`config.mk`:
```
export PLATFORM = sky130hd
export DESIGN_NAME = ti_share_encoder
export DESIGN_NICKNAME = d
export VERILOG_FILES = /design/src/rtl/ti_share_encoder.sv
export SDC_FILE = /design/constraint.sdc
export NUM_CORES = 1
export LEC_CHECK = 0
export CORE_AREA = 2 2 67 69
export CTS_CLUSTER_SIZE = 24
export DETAILED_ROUTE_END_ITERATION = 6
export DIE_AREA = 0 0 69 71
export HOLD_SLACK_MARGIN = 0.05
export SLEW_MARGIN = 25
export SYNTH_ARGS = -nofsm -noshare
export SYNTH_HDL_FRONTEND = slang
export SYNTH_SLANG_ARGS = --single-unit
```
`constraint.sdc`:
```
create_clock -name clk -period 2.7 [get_ports clk]
set_input_delay 0.54 -clock clk [delete_from_list [all_inputs] [get_ports clk]]
set_output_delay 0.54 -clock clk [all_outputs]
set_load 0.02 [all_outputs]
```
`src/rtl/ti_share_encoder.sv`:
```
`default_nettype none
// ============================================================================
// Module      : ti_share_encoder
// Description : Threshold-implementation front end. Splits each accepted
//               4-bit plain nibble into SHARES Boolean shares using fresh
//               masks drawn from an internal seeded 16-bit LFSR. The share
//               bundle is held in a single-entry output register that feeds
//               the downstream TI S-box pipeline over valid/ready.
// Revision    : 1.0 - initial release
// ----------------------------------------------------------------------------
// Parameters  : WIDTH         nibble width (only 4 supported)
//               SHARES        number of shares, 2 or 3
//               ZERO_SEED_SUB LFSR value loaded when a zero seed is supplied
// Ports       : clk, rst      clock, asynchronous active-high reset
//               seed_valid    load seed into the LFSR this cycle
//               seed          16-bit LFSR seed
//               in_valid      plain nibble valid
//               in_ready      encoder can accept a nibble
//               in_data       plain nibble x
//               out_valid     share bundle valid
//               out_ready     downstream accepts the bundle
//               out_shares    bundle; share i in bits [4i+3:4i]
//               busy          output bundle pending (== out_valid)
//               share_err     sticky share-consistency error (only when
//                             TI_SHARE_CHECK_EN is defined)
// Options     : TI_SHARE_CHECK_EN - adds a registered copy of x and a sticky
//               check that the XOR of the emitted shares equals x.
// ============================================================================
module ti_share_encoder #(
  parameter int          WIDTH         = 4,
  parameter int          SHARES        = 3,
  parameter logic [15:0] ZERO_SEED_SUB = 16'hACE1
) (
  input  logic                    clk,
  input  logic                    rst,
  input  logic                    seed_valid,
  input  logic [15:0]             seed,
  input  logic                    in_valid,
  output logic                    in_ready,
  input  logic [WIDTH-1:0]        in_data,
  output logic                    out_valid,
  input  logic                    out_ready,
  output logic [WIDTH*SHARES-1:0] out_shares,
  output logic                    busy
`ifdef TI_SHARE_CHECK_EN
  ,
  output logic                    share_err
`endif
);

  // --------------------------------------------------------------------------
  // State machine: UNSEEDED until the first seed arrives, then RUN forever
  // (until reset).
  // --------------------------------------------------------------------------
  typedef enum logic [0:0] {
    UNSEEDED = 1'b0,
    RUN      = 1'b1
  } state_t;

  state_t                  r_state;
  state_t                  w_state_next;
  logic                    w_in_ready;
  logic                    w_accept;

  logic [15:0]             r_lfsr;
  logic [15:0]             w_lfsr_step8;
  logic [15:0]             w_seed_sub;
  logic [WIDTH-1:0]        w_m1;
  logic [WIDTH*SHARES-1:0] w_bundle;

  logic                    r_out_valid;
  logic [WIDTH*SHARES-1:0] r_out_shares;

  // Eight LFSR steps unrolled so one accept consumes a full byte of fresh
  // pseudo-randomness (two 4-bit masks).
  function automatic logic [15:0] step8(input logic [15:0] l);
    logic [15:0] v;
    v = l;
    for (int i = 0; i < 8; i++) begin
      v = {v[14:0], v[15] ^ v[13] ^ v[12] ^ v[10]};
    end
    return v;
  endfunction

  always_ff @(posedge clk or posedge rst) begin
    if (rst) begin
      r_state <= UNSEEDED;
    end else begin
      r_state <= w_state_next;
    end
  end

  always_comb begin
    w_state_next = r_state;
    w_in_ready   = 1'b0;
    case (r_state)
      UNSEEDED: begin
        if (seed_valid) begin
          w_state_next = RUN;
        end
      end
      RUN: begin
        // Single-entry output register: accept when empty or draining now.
        w_in_ready = ~r_out_valid | out_ready;
      end
      default: begin
        w_state_next = UNSEEDED;
      end
    endcase
  end

  assign w_accept = in_valid & w_in_ready;

  // --------------------------------------------------------------------------
  // Mask generator
  // --------------------------------------------------------------------------
  assign w_lfsr_step8 = step8(r_lfsr);
  // A zero seed would lock the LFSR at zero; substitute a known non-zero value.
  assign w_seed_sub   = (seed == 16'h0000) ? ZERO_SEED_SUB : seed;
  assign w_m1         = w_lfsr_step8[WIDTH-1:0];

  // A seed load wins over the per-accept advance; an input accepted in the
  // same cycle has already used masks derived from the old LFSR value.
  always_ff @(posedge clk or posedge rst) begin
    if (rst) begin
      r_lfsr <= 16'h0000;
    end else if (seed_valid) begin
      r_lfsr <= w_seed_sub;
    end else if (w_accept) begin
      r_lfsr <= w_lfsr_step8;
    end
  end

  // --------------------------------------------------------------------------
  // Share split
  // --------------------------------------------------------------------------
  generate
    if (SHARES == 2) begin : g_shares2
      assign w_bundle = {w_m1, in_data ^ w_m1};
    end else begin : g_shares3
      logic [WIDTH-1:0] w_m2;
      assign w_m2     = w_lfsr_step8[2*WIDTH-1:WIDTH];
      assign w_bundle = {w_m2, w_m1, in_data ^ w_m1 ^ w_m2};
    end
  endgenerate

  // --------------------------------------------------------------------------
  // Output register: a new bundle replaces the old one on a simultaneous
  // drain+accept; otherwise the bundle is held until out_ready.
  // --------------------------------------------------------------------------
  always_ff @(posedge clk or posedge rst) begin
    if (rst) begin
      r_out_valid  <= 1'b0;
      r_out_shares <= '0;
    end else if (w_accept) begin
      r_out_valid  <= 1'b1;
      r_out_shares <= w_bundle;
    end else if (out_ready) begin
      r_out_valid  <= 1'b0;
    end
  end

  assign in_ready   = w_in_ready;
  assign out_valid  = r_out_valid;
  assign out_shares = r_out_shares;
  assign busy       = r_out_valid;

`ifdef TI_SHARE_CHECK_EN
  // --------------------------------------------------------------------------
  // Share-consistency monitor: recombine the held shares and compare against
  // a stored copy of the plain nibble.
  // --------------------------------------------------------------------------
  logic [WIDTH-1:0] r_x;
  logic [WIDTH-1:0] w_recombined;
  logic             w_mismatch;
  logic             r_share_err;

  always_comb begin
    w_recombined = '0;
    for (int i = 0; i < SHARES; i++) begin
      w_recombined = w_recombined ^ r_out_shares[i*WIDTH +: WIDTH];
    end
  end

  assign w_mismatch = r_out_valid & (w_recombined != r_x);

  always_ff @(posedge clk or posedge rst) begin
    if (rst) begin
      r_x         <= '0;
      r_share_err <= 1'b0;
    end else begin
      if (w_accept) begin
        r_x <= in_data;
      end
      if (w_mismatch) begin
        r_share_err <= 1'b1;
      end
    end
  end

  assign share_err = r_share_err;

`ifndef SYNTHESIS
  always_ff @(posedge clk) begin
    if (!rst && w_mismatch) begin
      $error("ti_share_encoder: share recombination %h != stored x %h",
             w_recombined, r_x);
    end
  end
`endif
`endif

endmodule
`default_nettype wire

```
==> results.json, run 1 <==
{
  "r2r_setup_slack_ps": 1080,
  "initial_core_util_pct": 38.0,
  "p_leak_uw": 0.000935,
  "clk_pin_slew_ps": 60,
  "routed_wl_um": 3430,
  "cp.arrival_ps": 1870,
  "ys_types": 27,
  "core_area_um2": 4200,
  "slew_violations": 0,
  "netlist_area_um2": 1600,
  "placed_cells": 229,
  "synth_nets": 166,
  "clock_latency_ps": 280,
  "clockBufferDepth": 2,
  "place_congestion": 0.749,
  "avgSynthCellArea_um2": 11.3,
  "clkSinkCount": 30,
  "final_cell_mix": "clkdlybuf4s50_1 (39), dfrtp_1 (30), xnor2_1 (13)",
  "avgViaCountPerCell": 4.86,
  "grt_pass1_vias": 1200,
  "synth.top_cell.area_share_pct": 47.0,
  "fin_skew_ps": 4.46,
  "track_usage_pct": 15.7,
  "worst_slew_pin_slew_ps": 506,
  "cp-endpoint": "in_ready",
  "period_share_pct": 89.4,
  "cts_tree": "yes",
  "setup_tns_ps": 0,
  "vias": 1143,
  "slowest_delay_ps": 600,
  "cts_made_buffers": 5,
  "nFillCells": 401,
  "syn_to_final_growth_pct": 33.6,
  "h-tree-depth": 2,
  "drc_errors": 0,
  "cpLargestDelayFamily": "buffers and inverters",
  "reg2reg_depth": 3,
  "pre_cts_slack_ps": 285,
  "rows": 24,
  "min_period_ps": 2410,
  "path_cells": "clkdlybuf4s50_1 -> nand2b_1 -> and2_1 -> clkdlybuf4s50_1",
  "drtIter0Drc": 45,
  "overflow": 0,
  "syn_inst": 141,
  "synth.area.top_cells": "dfrtp_1 (47%), xnor2_1 (7.1%), mux2i_1 (6.3%)",
  "io_pins": 40,
  "path_depth": 4,
  "post_cts_resize_count": 0,
  "crit_path_top_delay_cell": "clkdlybuf4s50_1",
  "grt_max_degree": 31,
  "seqCellArea_um2": 751,
  "first_pass_iters": 3,
  "cts_setup_buffers": 0,
  "crit_type": "in2out",
  "setup_slack_ps": 287,
  "relSlewSlack_pct": 66.3,
  "die_y_um": 71,
  "yosysWarnings": 0,
  "final_util_pct": 50.8,
  "r2r_start": "r_lfsr[8]",
  "max_freq_mhz": 414,
  "grt_pass1_wl_um": 6020,
  "cp_common_cell": "clkdlybuf4s50_1",
  "cp-start-kind": "input port",
  "drive_gt1_share_pct": 13.1,
  "cp-end-kind": "output pin",
  "n_antenna_cell": 0,
  "port_buffers": 39,
  "power_density_nw_per_um2": 885,
  "timing.rr.end": "out_shares[2]",
  "peakVddDrop_mv": 0.305,
  "drv_cap": 0,
  "ys_ff_latch": 30,
  "final_common_cell": "clkdlybuf4s50_1",
  "multi_input_area_um2": 782,
  "hold_viol": 0,
  "cts-root-buf": "clkbuf_8",
  "fin_nets": 209,
  "critPathLaunch": "out_ready",
  "post-synth-top-area-cell": "dfrtp_1",
  "die_w_um": 69,
  "status": "finished clean",
  "wl_per_cell_um": 14.6,
  "cp.required_ps": 2160,
  "final_cells": 235,
  "hpwl_um": 2700,
  "ys_seq_area_share_pct": 47.0,
  "hp-class": "reg2reg",
  "finalSetupViolCount": 0,
  "grt_setup_unrepaired": "no",
  "cts_hold_buf": 0,
  "grt_antenna_before_repair": 0,
  "antenna_left": 0,
  "dieArea_um2": 4900,
  "path_buf_inv": 2,
  "critical_path.max_fanout": 4
}
## registers in the layout, summed over array words and instances (netlist names)
name / count
out_shares: 12
r_state: 1
busy: 1
r_lfsr: 16
## power breakdown
part           internal (uW)  switching [uW]
sequential               577            86.3
clock                    196             153
combinational            473             404
total                   1250             644
## synth_stat cells (all sizes together)
cell and instances:
dfrtp 30, xnor2 18, mux2i 10, nand2 10, nor2 10, o22a 8, inv 7, mux2 7
o21ai 7, a21oi 6, buf 5, nor4 4, xnor3 4, clkbuf 3, a21o 2, and2 2
a221o 1, and3 1, nand2b 1, nand3 1, nand4 1, nor3b 1, o31ai 1, or2 1
## cell families after synthesis
logic type,after synthesis,share of synthesized area [%]
simple gates,32,9.40
flops,30,47.0
compound gates,25,10.5
xor+xnor,22,17.9
mux,17,11.2
buf+inv,15,4.07
## worst register-to-register path: cells and delay by family, from the launching register on
kind / cells / cell delay [ps]
flip-flops: 1 / 450
XOR/XNOR: 2 / 750
AO/OA/AOI/OAI: 1 / 310
## area by class of cell
| cell class | count | area share [%] |
|---|---|---|
| flip-flops and latches | 30 | 35.2 |
| well taps | 52 | 3.05 |
| inverters | 7 | 1.23 |
| clock buffers | 6 | 3.87 |
| repair buffers | 44 | 20.0 |
| multi-input cells | 96 | 36.6 |
## metal layers
metal	global-route usage (%)	routed length [um]
met5	0	0
met3	4.56	191
met4	4.58	36
met1	20.1	1600
met2	26.0	1610
## worst min-delay path by stage
| stage | from | end | cells after the start |
|---|---|---|---|
| floorplan | r_state | r_state | 1 |
| global placement | out_shares[10] | out_shares[10] | 1 |
| detailed placement | out_shares[10] | out_shares[10] | 1 |
| CTS | out_shares[10] | out_shares[10] | 1 |
| global route | out_shares[10] | out_shares[10] | 1 |
| finish | out_shares[10] | out_shares[10] | 1 |
## metrics by stage
step           power [uW]  hold slack [ps]  instance area (um^2)
6_report             1890              483                  2130
5_1_grt              2020              501                  2130
4_1_cts              1920              489                  2130
3_5_place_dp         1570              474                  2050
3_3_place_gp         1540              465                  2050
2_1_floorplan        1240              466                  1600
No activity file was read; power rests on OpenSTA's default activity.
==> run 2: changes to the inputs <==
--- a/config.mk
+++ b/config.mk
@@ -5,11 +5,12 @@
 export SDC_FILE = /design/constraint.sdc
 export NUM_CORES = 1
 export LEC_CHECK = 0
-export CORE_AREA = 2 2 67 69
+export CORE_AREA = 2 2 85 54
 export CTS_CLUSTER_SIZE = 24
 export DETAILED_ROUTE_END_ITERATION = 6
-export DIE_AREA = 0 0 69 71
+export DIE_AREA = 0 0 87 56
 export HOLD_SLACK_MARGIN = 0.05
+export PLACE_DENSITY = 0.66
 export SLEW_MARGIN = 25
 export SYNTH_ARGS = -nofsm -noshare
 export SYNTH_HDL_FRONTEND = slang
==> run 2 against run 1 <==
- sequential power up 0.8%
- register-to-register slack about the same
- setup slack better by 8.2 ps
- count of clock-buffer cells in the layout unchanged
- via count up 2.1%
- global-route usage up 0.066 points
- final cell count down 0.85%
- non-clock buffer count unchanged
- design area down 0.12%
- fmax up 0.34%
- hold slack better by 7.1 ps
- critical endpoint unchanged
==> results.json, run 2 (synthesized netlist as in run 1, its figures left out) <==
{
  "status": "finished clean",
  "initial_core_util_pct": 39.6,
  "cts_hold_buf": 0,
  "vias": 1167,
  "largest_register": "r_lfsr",
  "highest_layer": "met4",
  "core_area_um2": 4030,
  "finalSetupViolCount": 0,
  "slew_violations": 0,
  "fin_skew_ps": 6.79,
  "post_cts_resize_count": 0,
  "final_common_cell": "clkdlybuf4s50_1",
  "rows": 18,
  "min_period_ps": 2400,
  "die_y_um": 56,
  "final_cell_mix": "clkdlybuf4s50_1 (39), dfrtp_1 (30), xnor2_1 (13)",
  "crit_type": "in2out",
  "cts_setup_buffers": 0,
  "cts-root-buf": "clkbuf_8",
  "grt_pass1_wl_um": 5750,
  "largest_register_ff_count": 16,
  "drtIter0Drc": 27,
  "power_density_nw_per_um2": 892,
  "clk_pin_slew_ps": 50,
  "routed_wl_um": 3570,
  "wl_per_cell_um": 15.3,
  "overflow": 0,
  "n_antenna_cell": 0,
  "peakVddDrop_mv": 0.306,
  "drv_cap": 0,
  "h-tree-depth": 2,
  "hpwl_um": 2840,
  "hold_viol": 0,
  "drc_errors": 0,
  "cp.arrival_ps": 1860,
  "period_share_pct": 89.1,
  "place_congestion": 0.829,
  "cp.required_ps": 2160,
  "final_util_pct": 52.9,
  "avgViaCountPerCell": 5.01,
  "clkSinkCount": 30,
  "route.met2.wl_um": 1510,
  "track_usage_pct": 15.7,
  "grt_setup_unrepaired": "no",
  "hp-class": "reg2reg",
  "clock_latency_ps": 270,
  "io_pins": 40,
  "cp-start-kind": "input port",
  "cts_made_buffers": 5,
  "setup_tns_ps": 0,
  "port_buffers": 39,
  "grt_max_degree": 31,
  "wl_met3_um": 234,
  "antenna_left": 0,
  "first_pass_iters": 4,
  "cp-end-kind": "output pin",
  "drive_gt1_share_pct": 13.1,
  "clockBufferDepth": 2,
  "placed_area_um2": 2050,
  "die_w_um": 87,
  "nFillCells": 364,
  "path_cells": "clkdlybuf4s50_1 -> nand2b_1 -> and2_1 -> clkdlybuf4s50_1",
  "relSlewSlack_pct": 67.5,
  "stdcell_area_um2": 2130,
  "critical_path.max_fanout": 4,
  "max_freq_mhz": 416,
  "grt_pass1_vias": 1191,
  "grt_antenna_before_repair": 0,
  "slowest_delay_ps": 600,
  "crit_path_top_delay_cell": "clkdlybuf4s50_1",
  "syn_to_final_growth_pct": 33.4,
  "wl_met1_um": 1810,
  "dieArea_um2": 4870,
  "fin_nets": 209,
  "worst_slew_pin_slew_ps": 488,
  "cp_common_cell": "clkdlybuf4s50_1",
  "p_leak_uw": 0.000935,
  "cts_tree": "yes"
}
## run 2: cell counts in the layout (fill, tap and decap cells not counted)
Identical to the previous run, type by type.
## run 2: path summary, 6_finish.rpt
path | startpoint | to | slack [ps] | cells past startpoint
setup / recovery | out_ready | in_ready | 300 | 4
hold / removal | out_shares[3] | out_shares[3] | 490 | 2
setup reg to reg | r_lfsr[7] | r_lfsr[4] | 1090 | 4
hold reg to reg | out_shares[3] | out_shares[3] | 490 | 2
max in group asynchronous | rst | r_lfsr[11] | 1770 | 3
min in group asynchronous | rst | out_shares[7] | 640 | 3
## run 2: layout make-up
type	instances	area, um^2	share of cell area (%)
multi-input cells	96	782	36.7
flip-flops and latches	30	751	35.2
repair buffers	44	428	20.1
clock buffers	6	82.6	3.87
well taps	50	62.6	2.93
inverters	7	26.3	1.23
## run 2: report_power, final
part | leakage, uW | switching (uW) | internal [uW] | total, uW
combinational | 0.000548 | 417 | 473 | 890
clock | 0.0000431 | 149 | 196 | 345
sequential | 0.000344 | 90.7 | 577 | 668
## run 2: per-layer routing
metal / up-vias / track usage, %
met5: - / 0
met4: 0 / 3.35
met3: 2 / 4.75
met2: 41 / 22.1
met1: 558 / 23.6
li1: 566 / -
## run 2: critical path: cells and delay by family
family | cells | cell delay [ps]
buffers and inverters | 2 | 1040
and+or+nand+nor | 2 | 290
## run 2: stage by stage
stage               power (uW)  setup slack (ps)  hold WS, ps  std cells
global route              2020               207          531        233
finish                    1900               295          490        233
global placement          1550               303          474        227
floorplan                 1240              1030          466        141
CTS                       1930               300          497        233
detailed placement        1580               298          484        227
